### src/rtl/rc4_encryptor.sv
// rc4_encryptor: RC4 KSA+PRGA over a shared S memory, XORs keystream with plaintext ROM into ciphertext RAM.
module rc4_encryptor #(
    parameter int MSG_LEN   = 32,
    parameter int KEY_BYTES = 3
) (
    input  logic                     clk,
    input  logic                     reset,
    input  logic                     start,
    input  logic [8*KEY_BYTES-1:0]   secret_key,
    output logic [7:0]               s_address,
    output logic [7:0]               s_data,
    output logic                     s_wren,
    input  logic [7:0]               s_q,
    output logic [7:0]               p_address,
    input  logic [7:0]               p_q,
    output logic [7:0]               c_address,
    output logic [7:0]               c_data,
    output logic                     c_wren,
    output logic                     busy,
    output logic                     done
);
    localparam int KW = 8 * KEY_BYTES;
    localparam logic [7:0] LAST = 8'(MSG_LEN - 1);

    typedef enum logic [3:0] {
        IDLE, INIT, INC, RD_I, WT_I, LD_I, RD_J, WT_J, LD_J,
        WR_I, WR_J, RD_F, WT_F, WR_C, DONE
    } state_t;

    state_t state, next;
    logic prga;
    logic [7:0] i, j, k, si, sj;
    logic [KW-1:0] key_r;

    always_ff @(posedge clk) begin
        if (!reset) state <= IDLE;
        else state <= next;
    end

    always_comb begin
        next = state;
        case (state)
            IDLE, DONE: next = start ? INIT : state;
            INIT:       next = (i == 8'hff) ? RD_I : INIT;
            INC:        next = RD_I;
            RD_I:       next = WT_I;
            WT_I:       next = LD_I;
            LD_I:       next = RD_J;
            RD_J:       next = WT_J;
            WT_J:       next = LD_J;
            LD_J:       next = WR_I;
            WR_I:       next = WR_J;
            WR_J:       next = prga ? RD_F : ((i == 8'hff) ? INC : RD_I);
            RD_F:       next = WT_F;
            WT_F:       next = WR_C;
            WR_C:       next = (k == LAST) ? DONE : INC;
            default:    next = IDLE;
        endcase
    end

    // key_r rotates one byte per KSA step so its top byte is always key[i mod KEY_BYTES]
    always_ff @(posedge clk) begin
        if (!reset) begin
            prga  <= 1'b0;
            i     <= 8'h00;
            j     <= 8'h00;
            k     <= 8'h00;
            si    <= 8'h00;
            sj    <= 8'h00;
            key_r <= '0;
        end else begin
            case (state)
                IDLE, DONE: if (start) begin
                    key_r <= secret_key;
                    prga  <= 1'b0;
                    i     <= 8'h00;
                    j     <= 8'h00;
                    k     <= 8'h00;
                end
                INIT, INC: i <= i + 8'h01;
                LD_I: begin
                    si <= s_q;
                    j  <= j + s_q + (prga ? 8'h00 : key_r[KW-1 -: 8]);
                end
                LD_J: sj <= s_q;
                WR_J: if (!prga) begin
                    i     <= i + 8'h01;
                    key_r <= KW'({key_r, key_r[KW-1 -: 8]});
                    if (i == 8'hff) begin
                        prga <= 1'b1;
                        j    <= 8'h00;
                        k    <= 8'h00;
                    end
                end
                WR_C: if (k != LAST) k <= k + 8'h01;
                default: ;
            endcase
        end
    end

    always_comb begin
        s_address = 8'h00;
        s_data    = 8'h00;
        s_wren    = 1'b0;
        p_address = 8'h00;
        c_address = 8'h00;
        c_data    = 8'h00;
        c_wren    = 1'b0;
        busy      = state != IDLE && state != DONE;
        done      = state == DONE;
        case (state)
            INIT: begin
                s_address = i;
                s_data    = i;
                s_wren    = 1'b1;
            end
            RD_I, WT_I: s_address = i;
            RD_J, WT_J: s_address = j;
            WR_I: begin
                s_address = i;
                s_data    = sj;
                s_wren    = 1'b1;
            end
            WR_J: begin
                s_address = j;
                s_data    = si;
                s_wren    = 1'b1;
            end
            RD_F, WT_F: begin
                s_address = si + sj;
                p_address = k;
            end
            WR_C: begin
                c_address = k;
                c_data    = s_q ^ p_q;
                c_wren    = 1'b1;
            end
            default: ;
        endcase
    end
endmodule

### config.mk
export PLATFORM = sky130hd
export DESIGN_NAME = rc4_encryptor
export DESIGN_NICKNAME = d
export VERILOG_FILES = /design/src/rtl/rc4_encryptor.sv
export SDC_FILE = /design/constraint.sdc
export NUM_CORES = 1
export LEC_CHECK = 0
export CORE_AREA = 2 2 95 97
export DETAILED_ROUTE_END_ITERATION = 12
export DIE_AREA = 0 0 97 99
export PLACE_DENSITY = 0.87
export SLEW_MARGIN = 20
export SYNTH_ARGS = -nofsm -noshare
export SYNTH_HDL_FRONTEND = slang
export SYNTH_SLANG_ARGS = --single-unit
### constraint.sdc
create_clock -name clk -period 7.86 [get_ports clk]
set_input_delay 0.786 -clock clk [delete_from_list [all_inputs] [get_ports clk]]
set_output_delay 0.786 -clock clk [all_outputs]
set_load 0.005 [all_outputs]
---- Yosys cells after proc, flatten, opt, wreduce, memory -nomap -nowiden ----
Index checks and enable logic that the tools add are counted.
operators by class
  $add $sub $neg .......................... 5
  multipliers ............................. 0
  divide/modulo/power cells ............... 0
  order comparisons ....................... 0
  equality and inequality tests ........... 22
  shifts and indexed selects .............. 0
  mux-type cells .......................... 29
  bitwise gates (word level) .............. 1
  reductions and logical operators ........ 18
operators with widths
  operator                                                                 count
  8-bit case mux with 3 select lines                                       5
  8-bit 2-to-1 mux                                                         9
  4-bit case mux with 14 select lines                                      1
  24-bit 2-to-1 mux                                                        2
  24-bit case mux with 2 select lines                                      1
  4-bit equality test, second input constant                               7
  8-bit adder                                                              3
  8-bit by 1-bit adder with 8-bit output, second input constant            2
  4-bit by 3-bit equality test with 1-bit output, second input constant    4
  4-bit 2-to-1 mux                                                         3
  3-bit nonzero test                                                       3
  4-bit by 2-bit equality test with 1-bit output, second input constant    2
  8-bit by 5-bit equality test with 1-bit output, second input constant    1
  8-bit equality test, second input constant                               1
  2-bit inequality test, second input constant                             4
  8-bit by 5-bit inequality test with 1-bit output, second input constant  1
  8-bit XOR                                                                1
  1-bit 2-to-1 mux                                                         6
  3-bit AND reduction                                                      2
  2-bit OR reduction                                                       3
  3-bit OR reduction                                                       2
  5-bit AND reduction                                                      1
  4-bit by 1-bit equality test with 1-bit output, second input constant    1
  4-bit logical NOT                                                        1
  9 further kinds                                                          9
word-level totals
  register bits after elaboration ......... 69
  latch bits .............................. 0
  RAM bits ................................ 0
  ROM bits ................................ 0
  input port bits ......................... 43
  output and inout port bits .............. 44
  logic and storage cells ................. 83
  memories ................................ 0

---- Logic depth before layout (Yosys ltp) ----
  word-level depth ........................ 4
  mapped depth ............................ 11
  depth with buffers taken out ............ 10

---- Least setup slack after synthesis ----
No wires, ideal clock.
  path kind ............................... input to register
  start point ............................. in s_q[1]
  end point ............................... reg j[7]
  setup time .............................. 0.072 ns
  arrival ................................. 2.633 ns
  data required time ...................... 7.788 ns
  setup slack ............................. 5.155 ns
  stages on the path ...................... 9
  buffers on the path ..................... 0
  cell sequence ........................... fa_1 ha_1 inv_1 fa_1 nor2b_1 o31a_1 o22ai_1 mux2i_1 mux2i_1
on the way
  longest elaborated chain between the ends .. 3
ends and longest elaborated chain
  element                             line  RTL
  start, declared                     13    input logic [7:0] s_q,
  8-bit adder (2 in a row)            83    j <= j + s_q + (prga ? 8'h00 : key_r[KW-1 -: 8]);
  8-bit case mux with 3 select lines  72    case (state)
  end signal, assigned                83
  end, declared                       32    logic [7:0] i, j, k, si, sj;
Every way passes these cells.
A chain may end at the register's enable or synchronous reset.

---- Final worst setup path ----
  start point ............................. reg state[3]
  end point ............................... out s_data[6]
on the way
  longest elaborated chain between the ends .. 2
  elaborated cells on any way between the ends .. 4
  those cells by class .................... eq/ne: 3; mux: 1
ends and longest elaborated chain
  element                                                                                line  RTL
  start, declared                                                                        30    state_t state, next;
  start signal, assigned                                                                 37    else state <= next;
  4-bit equality test or 4-bit by 1-bit equality test with 1-bit output (tied branches)  111   case (state)
  8-bit case mux with 3 select lines (*)                                                 111
  end, declared                                                                          11    output logic [7:0] s_data,
Mark *: on every way between the ends. The rest lies on a longest branch, timed or not.

==> flow_summary_export.csv <==
group,metric,value,unit
run_status,outcome,"finished clean",
finish,area_growth,22.9,%
sta,tns,0,ps
cts,clkTransAtPathRegs,70,ps
power_and_ir_drop,total_power,0.755,mW
route,wl_per_cell,16.5,µm
hold_path,min_path_type,"reg2reg",
global_route,grt_overflow,0,
place,gp_congestion,0.920,
finish,nFillCells,692,
cts,cts_setup_buffers,0,
cts,cts_tree,"built",
route,drc,0,
sta,fmax,247,MHz
setup_path,crit_path_cell_trace,"nand3b_1, nor2_4, a222oi_1, inv_1, clkdlybuf4s50_1",
synth,synth.avg_cell_area,8.36,µm²
synth,async_flop_share,0,%
floorplanning,die_h,99,µm
floorplanning,core_area,8550,µm²
synth,synthCells,535,
synth,synth_ff_type,"dfxtp_1",
finish,fin_util,64.3,%
sta,final-max-slew-violation-count,0,
finish,fin_cells,710,
synth,synth-edff-count,0,
synth,synthAdderAreaFrac,8.22,%
global_route,grt_antenna_before_repair,0,
place,placed_cells,696,
finish,diodes,0,
global_route,grt_use_total,24.3,%
setup_path,critPathMaxFanout,33,
power_and_ir_drop,p_per_area,137,nW/µm²
place,place_ws,4260,ps
power_and_ir_drop,p_leak,2.06,nW
power_and_ir_drop,p_int,0.561,mW
route,dr.pass1.iters,6,
synth,synth_xor_area_share,3.92,%
synth,syn_nets,602,
place,dpl_cell_area,5310,µm²
setup_path,cpPeakStageDelay,930,ps
power_and_ir_drop,peakVddDrop,0.0930,mV
sta,maxSlewHeadroom,23.0,%
sta,fin_crit_sh,51.4,%
place,hpwl,8680,µm
power_and_ir_drop,p_sw_share,25.8,%
setup_path,critPathKind,"reg2out",
cts,cts_root_buf,"clkbuf_8",
synth,synth-simple-area-share,22.6,%
synth,yosysSeqAreaShare,30.9,%
hold_path,min_from,"si[5]",
setup_path,critPathRequiredTime,7070,ps
power_and_ir_drop,combPwrFrac,14.6,%
global_route,grt_max_degree,49,
cts,cts_buffers,9,
synth,synth_top_family_by_area,"simple AND/OR/NAND/NOR gates",
setup_path,cp-startpoint,"state[3]",
synth,synth_warnings,0,
route,via_per_inst,6.03,
cts,ctsResizeCount,0,
floorplanning,die-area,9600,µm²
global_route,grt_pass1_wl,19300,µm
route,initialDrtViolationCount,290,
setup_path,path_buf_inv,2,
floorplanning,initial_core_util,52.3,%
power_and_ir_drop,p_seq_share,49.1,%
hold_path,hold_path_depth,2,
sta,hold_viol_final,0,
floorplanning,rows,34,
global_route,grt_pass1_vias,4042,
route,wirelength,11700,µm
finish,final_area,5500,µm²
sta,rsz0062_at_grt,"false",
power_and_ir_drop,p_sw,0.195,mW
synth,synthDistinctLibCells,58,
sta,setup_ws,3820,ps
finish,fin_nets,666,
route,vias,4279,
synth,synth_compound_area_share,21.7,%
setup_path,worstReg2RegStart,"state[2]",
finish,drive_gt1_share,5.65,%
job,maxCapViolCount,0,
setup_path,crit_family,"simple AND/OR/NAND/NOR gates",
cts,holdBufCountCts,0,
setup_path,crit_slowest_cell,"nor2_4",
setup_path,cp-end-kind,"output pin",
synth,synth_mux_area_share,6.77,%
synth,synth_area,4470,µm²
cts,clock_latency,340,ps
cts,h-tree-depth,3,
setup_path,ff2ff_path_depth,5,
route,final_antenna_net_count,0,
floorplanning,pin_count,87,
place,place.port_buffers,86,
sta,finClkSkew,9.79,ps
setup_path,start_kind,"flip-flop",
synth,ys_seq_elements,69,
floorplanning,die_w,97,µm
sta,holdWs,481,ps
sta,min_period,4040,ps
cts,cts_buffer_depth,2,
sta,setup_viol_count_final,0,
cts,cts_num_sinks,69,
power_and_ir_drop,pwr-share-clk,36.3,%
setup_path,arrival,3260,ps
sta,worst_pin_slew,1150,ps
setup_path,crit_cells,5,
==> per-layer routing <==
layer  track usage (%)  vias to the layer above  part of all wire (%)
li1                  -                     2050                     -
met1              30.4                     2042                    41
met2              41.3                      159                    50
met3              4.61                       28                   6.0
met4              10.3                        0                   2.2
met5                 0                        -                     0
==> tightest hold or removal path: cells and delay by family (launching register included) <==
| kind | cells | cell delay, ps |
|---|---|---|
| simple gates | 1 | 60 |
| flops | 1 | 330 |
| compound gates | 1 | 50 |
==> cell usage after synthesis (all sizes together), types with 2 or more instances <==
cell type | instances | area share (%)
fa | 9 | 4.0
o31ai | 9 | 1.6
or3 | 4 | 0.67
xor2 | 8 | 1.6
nor2b | 10 | 1.4
nor3b | 2 | 0.34
nand3 | 13 | 1.5
and2 | 17 | 2.4
inv | 23 | 1.9
o31a | 2 | 0.39
nor3 | 6 | 0.67
mux2i | 28 | 6.3
a21oi | 38 | 4.3
a2bb2oi | 2 | 0.39
o32ai | 4 | 0.95
xnor2 | 12 | 2.3
o21ai | 19 | 2.1
nor4 | 4 | 1.2
ha | 15 | 4.2
dfxtp | 69 | 31
o21a | 3 | 0.50
a22oi | 6 | 1.0
buf | 23 | 3.0
mux2 | 2 | 0.50
nand2b | 10 | 1.4
a21o | 8 | 1.3
nor2 | 52 | 4.6
clkbuf | 12 | 1.0
or2 | 4 | 0.56
nand2 | 53 | 4.4
and3 | 2 | 0.28
o22ai | 6 | 0.84
a211oi | 25 | 4.2
a222oi | 12 | 2.7
or4 | 8 | 1.3
nand3b | 3 | 0.50
o21bai | 2 | 0.34
==> sequential cells by signal (all words and copies together) (netlist names) <==
register / cells
si: 8
j: 8
k: 8
prga: 1
key_r: 24
i: 8
state: 4
sj: 8
==> cells by family after synthesis <==
group | after synthesis
AO/OA/AOI/OAI | 141
XOR/XNOR | 20
adder cells (fa/ha/maj) | 24
buffers and inverters | 58
flip-flops | 69
multiplexers | 30
AND/OR/NAND/NOR | 193
==> power groups by stage <==
stage | registers (mW) | clock network [mW] | logic [mW]
floorplan | 0.374 | 0 | 0.0695
global placement | 0.378 | 0 | 0.104
detailed placement | 0.379 | 0 | 0.109
CTS | 0.371 | 0.276 | 0.110
global route | 0.372 | 0.292 | 0.122
finish | 0.371 | 0.274 | 0.110
==> area by class of cell <==
class	count	area [µm²]	area share [%]
multi-input cells	408	2830	51.6
inverters	23	86.3	1.57
repair buffers	88	876	15.9
clock buffers	13	179	3.26
flip-flops and latches	69	1380	25.1
well taps	108	135	2.46
clock inverters	1	5.00	0.0911
==> cell usage in the layout, fill, tap and decap left out, types with 3 or more instances in the layout <==
master           instances
a22oi_1                  6
nor2_1                  50
mux2i_1                 28
o22ai_1                  6
ha_1                    15
fa_1                     9
or2_2                    4
o21a_1                   3
o31ai_1                  8
and2_1                  17
inv_1                   23
or3_1                    3
or4_1                    8
xor2_1                   8
nor2b_1                 10
a222oi_1                12
nand3b_1                 3
nand2_1                 53
nor3_1                   6
xnor2_1                 12
nand2b_1                10
a21oi_1                 37
o21ai_0                 19
clkbuf_8                13
nand3_1                 13
a21o_1                   8
clkdlybuf4s50_1         86
o32ai_1                  3
dfxtp_1                 69
a211oi_1                25
==> final timing paths <==
| check | endpoint | slack, ps |
|---|---|---|
| setup / recovery | s_data[6] | 3820 |
| hold / removal | si[5] | 480 |
| hold reg to reg | si[5] | 480 |
| setup reg to reg | k[4] | 5020 |
Power figures use the tool's default switching activity.
